<file path="src/rtl/mpadder_pkg.sv">
// mpadder_pkg: shared definitions for the multi-precision adder sequencer.
//   op_e        : operation codes sampled with start
//   state_e     : sequencer state encoding
//   IDLE_PHASE_DEF, NUM_SEG, LAST_SEG : phase constants for the 103-bit
//                 carry-propagate stage, which is split into six segments
//   op_to_state : maps a latched op code to the first working state
package mpadder_pkg;

  typedef enum logic [1:0] {
    OP_ACC     = 2'b00,
    OP_SHIFT   = 2'b01,
    OP_RESOLVE = 2'b10,
    OP_REDUCE  = 2'b11
  } op_e;

  typedef enum logic [2:0] {
    ST_IDLE   = 3'd0,
    ST_ACC    = 3'd1,
    ST_SHF    = 3'd2,
    ST_RES    = 3'd3,
    ST_SUB    = 3'd4,
    ST_COMMIT = 3'd5,
    ST_DONE   = 3'd6
  } state_e;

  // Bit 3 set means "no segment selected" and freezes the adder pipeline.
  localparam logic [3:0] IDLE_PHASE_DEF = 4'b1000;
  localparam int         NUM_SEG        = 6;
  localparam logic [2:0] LAST_SEG       = 3'(NUM_SEG - 1);

  function automatic state_e op_to_state(input op_e op_code);
    state_e st;
    unique case (op_code)
      OP_ACC:     st = ST_ACC;
      OP_SHIFT:   st = ST_SHF;
      OP_RESOLVE: st = ST_RES;
      default:    st = ST_SUB;
    endcase
    return st;
  endfunction

endpackage

</file>
<file path="src/rtl/mpadder_seq.sv">
// mpadder_seq: control sequencer for a multi-precision carry-save adder.
// Ports:
//   clk          : clock, rising edge
//   resetn       : asynchronous active-low reset
//   start, op    : operation request and code (ACC/SHIFT/RESOLVE/REDUCE)
//   sub_finished : subtract-finished flag, looked at only in SUB at phase 5
//   busy, done   : operation in progress / one-cycle completion pulse
//   err          : REDUCE ran out of passes; valid with done, held until
//                  the next accepted start
//   phase        : segment select for the carry-propagate stage
//   enable_c     : carry-save register load strobe
//   shift        : carry-save register right-shift strobe
//   subtract     : subtract-mode select
//   dbg_state    : current sequencer state
//
// Handshake: start is accepted on a rising edge where the sequencer is idle
// and busy=0. busy rises in the cycle after acceptance and stays high until
// the DONE cycle (the one with done=1) has passed. start while busy=1 is
// dropped, never queued. The cycle right after acceptance is a latch cycle:
// the op code is registered there and the working state begins on the
// following edge.
//
// Every output is a flop. The output flops are loaded from the next-state
// decode, so they always describe the state the FSM is in during the same
// cycle, and sub_finished is therefore judged in the cycle where the outputs
// read phase=5, subtract=1.
module mpadder_seq
  import mpadder_pkg::*;
#(
  parameter int         MAX_PASS   = 4,
  parameter logic [3:0] IDLE_PHASE = IDLE_PHASE_DEF
) (
  input  logic       clk,
  input  logic       resetn,
  input  logic       start,
  input  logic [1:0] op,
  input  logic       sub_finished,
  output logic       busy,
  output logic       done,
  output logic       err,
  output logic [3:0] phase,
  output logic       enable_c,
  output logic       shift,
  output logic       subtract,
  output state_e     dbg_state
);

  state_e     r_state;
  op_e        r_op;
  logic [2:0] r_cnt;
  logic [3:0] r_pass;
  logic       r_err;
  logic       r_busy;
  logic       r_done;
  logic [3:0] r_phase;
  logic       r_enable_c;
  logic       r_shift;
  logic       r_subtract;

  state_e     w_next_state;
  op_e        w_next_op;
  logic [2:0] w_next_cnt;
  logic [3:0] w_next_pass;
  logic       w_next_err;
  logic       w_accept;

  logic       w_busy_n;
  logic       w_done_n;
  logic [3:0] w_phase_n;
  logic       w_enable_c_n;
  logic       w_shift_n;
  logic       w_subtract_n;

  // Next-state logic.
  always_comb begin
    w_next_state = r_state;
    w_next_op    = r_op;
    w_next_cnt   = r_cnt;
    w_next_pass  = r_pass;
    w_next_err   = r_err;
    w_accept     = 1'b0;
    unique case (r_state)
      ST_IDLE: begin
        if (r_busy) begin
          // Latch cycle: the request was taken on the previous edge.
          w_next_state = op_to_state(r_op);
          w_next_cnt   = '0;
          w_next_pass  = 4'd1;
        end else if (start) begin
          w_accept   = 1'b1;
          w_next_op  = op_e'(op);
          w_next_err = 1'b0;
        end
      end
      ST_ACC:    w_next_state = ST_DONE;
      ST_SHF:    w_next_state = ST_DONE;
      ST_RES: begin
        if (r_cnt == LAST_SEG) begin
          w_next_cnt   = '0;
          w_next_state = ST_DONE;
        end else begin
          w_next_cnt = r_cnt + 3'd1;
        end
      end
      ST_SUB: begin
        if (r_cnt == LAST_SEG) begin
          w_next_cnt = '0;
          if (sub_finished) begin
            w_next_state = ST_COMMIT;
          end else if (r_pass < 4'(MAX_PASS)) begin
            w_next_pass = r_pass + 4'd1;
          end else begin
            w_next_err   = 1'b1;
            w_next_state = ST_DONE;
          end
        end else begin
          w_next_cnt = r_cnt + 3'd1;
        end
      end
      ST_COMMIT: w_next_state = ST_DONE;
      ST_DONE:   w_next_state = ST_IDLE;
      default:   w_next_state = ST_IDLE;
    endcase
  end

  // Output decode from the next state, registered below.
  always_comb begin
    w_busy_n     = (w_next_state != ST_IDLE) || w_accept;
    w_done_n     = (w_next_state == ST_DONE);
    w_enable_c_n = (w_next_state == ST_ACC);
    w_shift_n    = (w_next_state == ST_SHF);
    w_subtract_n = (w_next_state == ST_SUB) || (w_next_state == ST_COMMIT);
    w_phase_n    = IDLE_PHASE;
    if ((w_next_state == ST_RES) || (w_next_state == ST_SUB)) begin
      w_phase_n = {1'b0, w_next_cnt};
    end else if (w_next_state == ST_COMMIT) begin
      w_phase_n = 4'd0;
    end
  end

  always_ff @(posedge clk or negedge resetn) begin
    if (!resetn) begin
      r_state    <= ST_IDLE;
      r_op       <= OP_ACC;
      r_cnt      <= '0;
      r_pass     <= '0;
      r_err      <= 1'b0;
      r_busy     <= 1'b0;
      r_done     <= 1'b0;
      r_phase    <= IDLE_PHASE;
      r_enable_c <= 1'b0;
      r_shift    <= 1'b0;
      r_subtract <= 1'b0;
    end else begin
      r_state    <= w_next_state;
      r_op       <= w_next_op;
      r_cnt      <= w_next_cnt;
      r_pass     <= w_next_pass;
      r_err      <= w_next_err;
      r_busy     <= w_busy_n;
      r_done     <= w_done_n;
      r_phase    <= w_phase_n;
      r_enable_c <= w_enable_c_n;
      r_shift    <= w_shift_n;
      r_subtract <= w_subtract_n;
    end
  end

  assign busy      = r_busy;
  assign done      = r_done;
  assign err       = r_err;
  assign phase     = r_phase;
  assign enable_c  = r_enable_c;
  assign shift     = r_shift;
  assign subtract  = r_subtract;
  assign dbg_state = r_state;

endmodule
</file>
<file path="config.mk">
export PLATFORM = sky130hd
export DESIGN_NAME = mpadder_seq
export DESIGN_NICKNAME = d
export VERILOG_FILES = /design/src/rtl/mpadder_pkg.sv /design/src/rtl/mpadder_seq.sv
export SDC_FILE = /design/constraint.sdc
export NUM_CORES = 1
export LEC_CHECK = 0
export BUFFER_PORTS_ARGS = -buffer_cell sky130_fd_sc_hd__buf_2
export CAP_MARGIN = 20
export CORE_ASPECT_RATIO = 0.8
export CORE_MARGIN = 2
export CORE_UTILIZATION = 45
export CTS_BUF_LIST = sky130_fd_sc_hd__clkbuf_16
export DETAILED_ROUTE_END_ITERATION = 8
export GPL_TIMING_DRIVEN = 0
export PLACE_DENSITY = 0.73
export RECOVER_POWER = 25
export SETUP_SLACK_MARGIN = 0.5
export SLEW_MARGIN = 5
export SYNTH_ARGS = -nofsm -noshare
export SYNTH_HDL_FRONTEND = slang
export SYNTH_SLANG_ARGS = --single-unit
</file>
<file path="constraint.sdc">
create_clock -name clk -period 3.7 [get_ports clk]
set_clock_uncertainty 0.05 [all_clocks]
set_input_delay 0.37 -clock clk [delete_from_list [all_inputs] [get_ports clk]]
set_output_delay 0.37 -clock clk [all_outputs]
set_load 0.005 [all_outputs]
</file>
==> flow_summary.yaml, run 1 <==
clock_network:
  cts_tree: "done"
  clkLatencyLatePin_ns: 0.25
  clockRootBuffer: "clkbuf_16"
  h-tree-depth: 1
  cts.path.max_buffers: 2
  clock-sinks: 22
  cts_setup_buffers: 0
  holdBufCountCts: 0
  cts_resized: 0
  clk_pin_slew_worst_paths_ns: 0.06
  cts_buffers: 3
cells_and_area:
  syn2layout_area_growth_pct: 17.9
  final_util_pct: 55.1
  layout-drive-gt1-share_pct: 28.3
  design_area_um2: 1320
  antennaDiodeCount: 0
  final_nets: 131
  final_cells: 147
timing:
  tightest_slew_ns: 1.13
  rsz0062_at_grt: "no"
  hold_viol_final: 0
  setup_viol: 0
  drv_slew: 0
  slew_headroom_pct: 24.5
  min_period_over_period_pct: 45.8
  max_freq_ghz: 0.590
  period_minus_slack_ns: 1.69
  tns_ns: 0
critical_path:
  path_class: "reg -> reg"
  required_ns: 3.77
  rr_endpoint: "busy$_DFF_PN0_"
  r2r-start: "r_op[1]$_DFFE_PN0P_"
  worstPathMaxFanout: 4
  start_kind: "register"
  reg2reg_depth: 5
  endpoint_kind: "register"
  crit_arrival_ns: 1.77
  regToRegSetupSlack_ns: 2.01
power_and_ir_drop:
  switchingPower_uw: 473
  seq_power_share_pct: 35.0
  power.internal_uw: 743
  leakage_nw: 0.629
  p_clk_share_pct: 18.3
  totalPowerFinal_mw: 1.22
  p_per_area_nw_per_um2: 918
  ir_drop_mv: 0.410
  p_sw_share_pct: 38.9
  p_comb_share_pct: 46.7
global_route:
  track_usage_pct: 16.8
  antenna_found_initial: 0
  grt_max_degree: 23
  grt_pass1_wl_um: 3690
  grt_pass1_vias: 798
  grt_overflow: 0
logic_synthesis:
  synth.distinct_cells: 38
  synth_area_um2: 1120
  synthSimpleGateAreaFrac_pct: 18.6
  synth_mux_area_share_pct: 4.68
  ys_warn_count: 0
  synth_seq_area_share_pct: 49.2
  synth_compound_area_share_pct: 19.1
  synth-xor-area-share_pct: 0
  yosys.area.top_type: "dfrtp_1"
  synth-seq-cells: 22
  yosys-top-cells-area: "dfrtp_1 (47%), ha_1 (4.5%), mux2i_1 (2.7%)"
  synth_top_area_share_pct: 46.8
  synth_top_family_by_area: "compound AO/OA/AOI/OAI gates"
  synth_area_per_cell_um2: 11.5
  synthCells: 98
  synthAdderAreaFrac_pct: 4.46
  synth_fp_nets: 108
route:
  post-route-drc-count: 0
  firstDrtPassIters: 4
  drt-initial-drc-count: 29
  ant_nets: 0
  via_per_inst: 5.60
  via_count: 823
  drt_wl_total_um: 2140
  wl_per_cell_um: 14.6
min_path:
  hp-class: "in -> async"
place:
  numPortBuffers: 18
  place_congestion: 0.847
  place_area_um2: 1250
  dp_cells: 143
  place_hpwl_um: 1610
floorplanning:
  initial_core_util_pct: 46.7
  fp.dieH_um: 48.7
  die-area_um2: 2910
  row_count: 16
  die_w_um: 59.8
  coreArea_um2: 2400
  pin_count: 19
outcome:
  status: "finished clean"
run:
  cap_violations: 0
## logic make-up (layout without fill, tap and decap cells)
logic type               Yosys count  count (layout)
adder cells (fa/ha/maj)            4               4
multiplexers                       5               5
buffers and inverters             10              32
AND/OR/NAND/NOR                   31              31
flip-flops                        22              22
AO/OA/AOI/OAI                     26              26
## per-layer routing
layer / track usage, % / routed length (µm) / up-vias / part of all wire [%]
li1: - / - / 399 / -
met1: 23.8 / 1050 / 405 / 49
met2: 25.0 / 970 / 17 / 45
met3: 5.08 / 95 / 2 / 4.4
met4: 4.44 / 19 / 0 / 0.89
met5: 0 / 0 / - / 0
## through the flow
stage | setup WS [ns] | hold WS [ns]
global placement | 2.03 | 0.298
CTS | 2.02 | 0.0440
floorplan | 2.14 | 0.0244
detailed placement | 2.04 | 0.313
global route | 1.87 | 0.308
finish | 2.01 | 0.272
## worst max-delay path by stage
stage / end / slack (ns) / depth (start not counted) / start
2_1_floorplan: r_pass[0]$_DFFE_PN0P_ / 2.14 / 4 / dbg_state[1]$_DFF_PN0_
3_3_place_gp: busy$_DFF_PN0_ / 2.03 / 5 / r_op[1]$_DFFE_PN0P_
3_5_place_dp: r_pass[0]$_DFFE_PN0P_ / 2.04 / 4 / dbg_state[1]$_DFF_PN0_
4_1_cts: busy$_DFF_PN0_ / 2.02 / 5 / r_op[1]$_DFFE_PN0P_
5_1_grt: r_pass[0]$_DFFE_PN0P_ / 1.87 / 4 / dbg_state[1]$_DFF_PN0_
6_report: busy$_DFF_PN0_ / 2.01 / 5 / r_op[1]$_DFFE_PN0P_
## power by group through the flow
stage	Sequential [mW]	Clock, mW	Combinational, mW
after detailed placement	0.428	0	0.563
after global placement	0.422	0	0.547
final	0.426	0.222	0.568
after global routing	0.444	0.240	0.633
after CTS	0.425	0.228	0.569
after floorplan	0.421	0	0.408
## cells in the final DEF, fill, tap and decap left out, types with 2 or more instances in the layout
cell and instances:
dfrtp_1 21, buf_2 17, inv_1 9, nor2_1 8
o21ai_0 6, nand2_1 4, nand3b_1 4, ha_1 4
o21a_1 3, a21oi_1 3, mux2i_1 3, clkbuf_16 3
buf_4 2, o2bb2ai_1 2, nor3_1 2, a22oi_1 2
nor2b_1 2, mux2_2 2
## synth_stat cells
library cell	count
o21ai_0	6
or4b_4	1
ha_1	4
nor2_1	8
o22ai_1	1
a22oi_1	2
and4bb_2	1
a21oi_2	1
nor3b_1	1
nand3b_1	4
a21oi_1	3
o211ai_1	1
nand3_1	1
nand2_1	4
dfrtp_1	21
buf_4	2
mux2_2	2
o32ai_4	1
nand4_1	1
and3b_2	1
nor4b_1	1
o311ai_1	1
nand2b_1	1
mux2i_1	3
nor3_1	2
a31o_4	1
nor2b_1	2
o2bb2ai_1	2
and2_2	1
nand4bb_4	1
o21bai_1	1
o21a_1	3
o22a_1	1
or2_2	1
a2111o_1	1
dfstp_2	1
inv_1	8
a32o_1	1
## worst max-delay path, stage by stage (launching register included)
cell and delay [ns]:
dfrtp_1 0.41, ha_1 0.21, a2111o_1 0.43, o21a_1 0.17, o21ai_0 0.19, nand3b_1 0.11
## area by class of cell
class / instances / area [µm²]
Sequential cell: 22 / 552
Buffer: 2 / 15.0
Timing Repair Buffer: 18 / 88.8
Tap cell: 27 / 33.8
Multi-Input combinational cell: 66 / 526
Inverter: 8 / 30.0
Clock buffer: 3 / 75.1
Clock inverter: 1 / 3.75
Fill cell: 213 / 1080
## sequential cells by signal (all words and copies together), names as in the netlist
register   cells
busy           1
dbg_state      3
done           1
enable_c       1
err            1
phase          4
r_cnt          3
r_op           2
r_pass         4
shift          1
subtract       1
No activity file was read; power rests on OpenSTA's default activity.
==> run 2, diff against run 1 <==
==> constraint.sdc (replaced) <==
create_clock -name clk -period 1.6 [get_ports clk]
set_clock_uncertainty 0.05 [all_clocks]
set_input_delay 0.16 -clock clk [delete_from_list [all_inputs] [get_ports clk]]
set_output_delay 0.16 -clock clk [all_outputs]
set_load 0.005 [all_outputs]
==> run 2 against run 1 <==
Compared with the run above: final area is 23% higher; worst hold slack worse by 0.18 ns; die area stayed put; critical path depth is 1 lower; the flow now finishes with violations (negative setup slack); largest cell class is now multi-input combinational cells; global-route usage is 2.2 points higher; via count is 12% higher; critical endpoint unchanged; register-to-register slack worse by 2.0 ns; utilization is 13 points higher; critical path type unchanged; wire length is 30% higher; sequential cell count stayed put; fmax is 3.3% higher.
==> flow_summary.yaml, run 2 (same netlist as run 1, synthesis figures left out) <==
timing:
  hold_viol_final: 0
  rsz0062_at_grt: "yes"
  period_minus_slack_ns: 1.64
  hold_slack_ns: 0.0937
  max_freq_ghz: 0.610
  slew_headroom_pct: 64.7
  tightest_slew_ns: 0.530
  setup_viol: 4
  min_period_over_period_pct: 102
  setup_ws_ns: -0.0399
  drv_slew: 0
place:
  place_congestion: 0.796
  numPortBuffers: 18
  place_hpwl_um: 1680
  place_area_um2: 1260
route:
  ant_nets: 0
  via_per_inst: 5.66
  firstDrtPassIters: 4
  drt-initial-drc-count: 21
  drt_wl_total_um: 2780
  wl_per_cell_um: 17.0
  post-route-drc-count: 0
  via_count: 922
critical_path:
  cp_cell_sequence: "or4b_4, o32ai_4, a31o_4, nand3b_1"
  crit_arrival_ns: 1.78
  cp_top_family: "simple AND/OR/NAND/NOR gates"
  start_kind: "register"
  endpoint_kind: "register"
  worstPathMaxFanout: 5
  path_class: "reg -> reg"
  slowest_stage: "or4b_4"
  required_ns: 1.74
  cpPeakStageDelay_ns: 0.60
  worstPathBufferInverterCount: 0
global_route:
  grt_util_met2_pct: 31.0
  grt_overflow: 0
  grt_pass1_vias: 913
  grt-busiest-layer: "met2"
  track_usage_pct: 19.0
  grt_max_degree: 23
  grt_use_met1_pct: 24.7
  use_met3_pct: 4.81
  grt_pass1_wl_um: 4170
  antenna_found_initial: 0
floorplanning:
  die-area_um2: 2910
  initial_core_util_pct: 46.7
  row_count: 16
  fp.dieH_um: 48.7
  coreArea_um2: 2400
  die_w_um: 59.8
  pin_count: 19
cells_and_area:
  final_cell_mix: "dfrtp_1 (17), buf_2 (16), buf_4 (9)"
  final_nets: 147
  final_common_cell: "dfrtp_1"
  syn2layout_area_growth_pct: 45.3
  design_area_um2: 1630
  layout-drive-gt1-share_pct: 50.7
  antennaDiodeCount: 0
  final_util_pct: 67.9
clock_network:
  clock-sinks: 22
  cts_tree: "done"
  cts_buffers: 3
  clkLatencyLatePin_ns: 0.25
  clockRootBuffer: "clkbuf_16"
  cts.path.max_buffers: 2
  h-tree-depth: 1
  clk_pin_slew_worst_paths_ns: 0.06
min_path:
  hp-class: "in -> reg"
run:
  cap_violations: 0
power_and_ir_drop:
  p_per_area_nw_per_um2: 2310
  ir_drop_mv: 1.01
  leakage_nw: 0.752
outcome:
  violations: "negative setup slack"
  status: "finished with violations"
-- run 2: changes by cell type in the layout (fill, tap and decap cells not counted), moves of 4 or more --
cell / delta
buf_6: +8
dfrtp_1: -4
buf_4: +7
dfrtp_2: +4
-- run 2: what timing repair did --
item	4_1_cts	5_1_grt
setup endpoints to repair	22	26
buffers inserted	8	7
endpoints found under the hold margin	21	0
pin swaps	9	12
hold buffers	1	0
resized for setup	11	20
-- run 2: worst paths after layout --
path | slack [ns] | from | cells past startpoint | end
max in group asynchronous | 0.76 | resetn | 2 | dbg_state[1]$_DFF_PN0_
worst min-delay path | 0.09 | op[0] | 2 | r_op[0]$_DFFE_PN0P_
worst min register to register | 0.46 | r_pass[2]$_DFFE_PN0P_ | 1 | r_pass[2]$_DFFE_PN0P_
worst max-delay path | -0.04 | dbg_state[2]$_DFF_PN0_ | 4 | busy$_DFF_PN0_
worst max register to register | -0.04 | dbg_state[2]$_DFF_PN0_ | 4 | busy$_DFF_PN0_
min in group asynchronous | 0.36 | resetn | 2 | enable_c$_DFF_PN0_
-- run 2: layout make-up --
class	instances	area [µm²]
plain buffers	2	18.8
clock buffers	3	75.1
clock inverters	1	30.0
fillers	187	772
inverters	8	30.0
multi-input cells	66	632
flip-flops and latches	22	557
well taps	27	33.8
repair buffers	34	254
-- run 2: per-stage QoR --
step | setup slack [ns] | TNS (ns) | std cells | power, mW
floorplan | 0.0427 | 0 | 98 | 1.95
global placement | -0.0208 | -0.0271 | 143 | 2.27
detailed placement | -0.0856 | -0.222 | 143 | 2.34
CTS | -0.0266 | -0.0277 | 156 | 3.29
global route | -0.0719 | -0.351 | 163 | 4.00
finish | -0.0399 | -0.101 | 163 | 3.77
-- run 2: metal layers --
metal	part of all wire, %	vias up	wire length, µm
li1	-	431	-
met1	41	456	1140
met2	54	31	1500
met3	3.8	4	106
met4	1.0	0	29
met5	0	-	0
-- run 2: power breakdown --
part	switching [mW]	leakage, nW	internal (mW)
clock	0.196	0.0511	0.497
sequential	0.211	0.274	0.795
combinational	1.00	0.427	1.07
total	1.41	0.752	2.36
==> run 3, diff against run 2 <==
--- a/config.mk
+++ b/config.mk
@@ -8,12 +8,11 @@
 export BUFFER_PORTS_ARGS = -buffer_cell sky130_fd_sc_hd__buf_2
 export CAP_MARGIN = 20
 export CORE_ASPECT_RATIO = 0.8
-export CORE_MARGIN = 2
-export CORE_UTILIZATION = 45
+export CORE_UTILIZATION = 35
 export CTS_BUF_LIST = sky130_fd_sc_hd__clkbuf_16
 export DETAILED_ROUTE_END_ITERATION = 8
 export GPL_TIMING_DRIVEN = 0
-export PLACE_DENSITY = 0.73
+export PLACE_DENSITY = 0.61
 export RECOVER_POWER = 25
 export SETUP_SLACK_MARGIN = 0.5
 export SLEW_MARGIN = 5
==> run 3 against run 2 <==
Compared with the run above: the run now ends clean; die area rose by 18%; final area up 9.6%; first-iteration DRC count up 9.5%.
==> flow_summary.yaml, run 3 (same netlist as run 1, synthesis figures left out) <==
outcome:
  status: "finished clean"
critical_path:
  start_kind: "register"
  critPathLaunch: "dbg_state[2]$_DFF_PN0_"
  worstPathMaxFanout: 4
  crit_arrival_ns: 1.69
  required_ns: 1.69
  r2r-start: "dbg_state[2]$_DFF_PN0_"
  crit_end: "r_pass[0]$_DFFE_PN0P_"
  path_class: "reg -> reg"
  rr_endpoint: "r_pass[0]$_DFFE_PN0P_"
  reg2reg_depth: 4
  regToRegSetupSlack_ns: 0.006
  endpoint_kind: "register"
route:
  wl_per_cell_um: 14.8
  drt-initial-drc-count: 23
  drt_wl_total_um: 2770
  firstDrtPassIters: 4
  via_per_inst: 5.01
  ant_nets: 0
  post-route-drc-count: 0
  via_count: 937
power_and_ir_drop:
  leakage_nw: 0.836
  p_per_area_nw_per_um2: 2210
  ir_drop_mv: 0.802
  totalPowerFinal_mw: 3.96
place:
  place_hpwl_um: 1600
  numPortBuffers: 18
  place_congestion: 0.786
  place_area_um2: 1270
cells_and_area:
  layout-drive-gt1-share_pct: 59.7
  final_nets: 160
  final_cell_mix: "buf_4 (21), dfrtp_1 (17), buf_2 (16)"
  design_area_um2: 1790
  fillerInstances: 242
  antennaDiodeCount: 0
  syn2layout_area_growth_pct: 59.2
  final_common_cell: "buf_4"
floorplanning:
  fp.dieH_um: 52.7
  row_count: 17
  initial_core_util_pct: 38.8
  die-area_um2: 3440
  pin_count: 19
  coreArea_um2: 2890
  die_w_um: 65.3
global_route:
  grt-busiest-layer: "met2"
  grt_util_met2_pct: 33.0
  grt_pass1_wl_um: 4700
  use_met3_pct: 4.35
  grt_overflow: 0
  track_usage_pct: 19.0
  grt_pass1_vias: 979
  grt_max_degree: 23
  grt_use_met1_pct: 22.2
  antenna_found_initial: 0
timing:
  min_period_over_period_pct: 99.6
  hold_viol_final: 0
  drv_slew: 0
  period_minus_slack_ns: 1.59
  setup_viol: 0
  rsz0062_at_grt: "yes"
  tightest_slew_ns: 0.517
  slew_headroom_pct: 65.5
  tns_ns: 0
  max_freq_ghz: 0.627
clock_network:
  cts_buffers: 3
  cts.path.max_buffers: 2
  clockRootBuffer: "clkbuf_16"
  clock-sinks: 22
  clkLatencyLatePin_ns: 0.26
  h-tree-depth: 1
  clk_pin_slew_worst_paths_ns: 0.06
  cts_tree: "done"
min_path:
  hp-class: "in -> reg"
run:
  cap_violations: 0
## run 3: changes by cell type in the layout (fill, tap and decap cells not counted), moves of 2 or more
cell,delta
o21ai_0,-2
buf_4,+12
a21oi_2,+2
o21ai_1,+2
a21oi_1,-2
## run 3: worst min path at each step
stage,from,to,cells after the start
CTS,op[0],r_op[0]$_DFFE_PN0P_,2
global route,op[0],r_op[0]$_DFFE_PN0P_,2
floorplan,resetn,busy$_DFF_PN0_,0
detailed placement,resetn,dbg_state[0]$_DFF_PN0_,1
finish,op[0],r_op[0]$_DFFE_PN0P_,2
global placement,resetn,subtract$_DFF_PN0_,1
## run 3: layout make-up
type / instances / area (µm²) / area share [%]
Clock buffer: 3 / 75.1 / 4.20
Clock inverter: 1 / 30.0 / 1.68
Inverter: 8 / 30.0 / 1.68
Multi-Input combinational cell: 66 / 669 / 37.5
Buffer: 2 / 18.8 / 1.05
Timing Repair Buffer: 47 / 359 / 20.1
Sequential cell: 22 / 557 / 31.2
Tap cell: 38 / 47.5 / 2.66
## run 3: critical path, cell delays in order, from the launching register on
cell,delay [ns]
dfrtp_1,0.43
or4b_4,0.60
a21oi_4,0.15
mux2i_1,0.09
o22a_1,0.16
## run 3: through the flow
| stage | util, % | instances | hold slack (ns) | worst slack (ns) |
|---|---|---|---|---|
| final | 61.8 | 187 | 0.0829 | 0.00608 |
| after global routing | 61.8 | 187 | 0.0897 | -0.0504 |
| after CTS | 58.0 | 178 | 0.0837 | -0.0151 |
| after detailed placement | 43.9 | 154 | 0.0971 | -0.0577 |
| after global placement | 43.9 | 154 | 0.0922 | -0.0287 |
| after floorplan | - | 98 | -0.186 | 0.0427 |
## run 3: what timing repair did
| item | 4_1_cts | 5_1_grt |
|---|---|---|
| pin swaps | 11 | 11 |
| hold buffers | 1 | 0 |
| buffers inserted | 19 | 9 |
| setup endpoints to repair | 23 | 24 |
| endpoints found under the hold margin | 21 | 0 |
| resized for setup | 36 | 9 |
## run 3: power breakdown
part / internal [mW] / total (mW) / leakage, nW / switching [mW]
combinational: 1.22 / 2.28 / 0.511 / 1.06
sequential: 0.794 / 0.980 / 0.274 / 0.185
clock: 0.497 / 0.694 / 0.0511 / 0.197
total: 2.51 / 3.96 / 0.836 / 1.45
## run 3: per-layer routing
| layer | up-vias | share of wire, % |
|---|---|---|
| li1 | 463 | - |
| met1 | 451 | 45 |
| met2 | 19 | 50 |
| met3 | 4 | 3.4 |
| met4 | 0 | 1.7 |
| met5 | - | 0 |
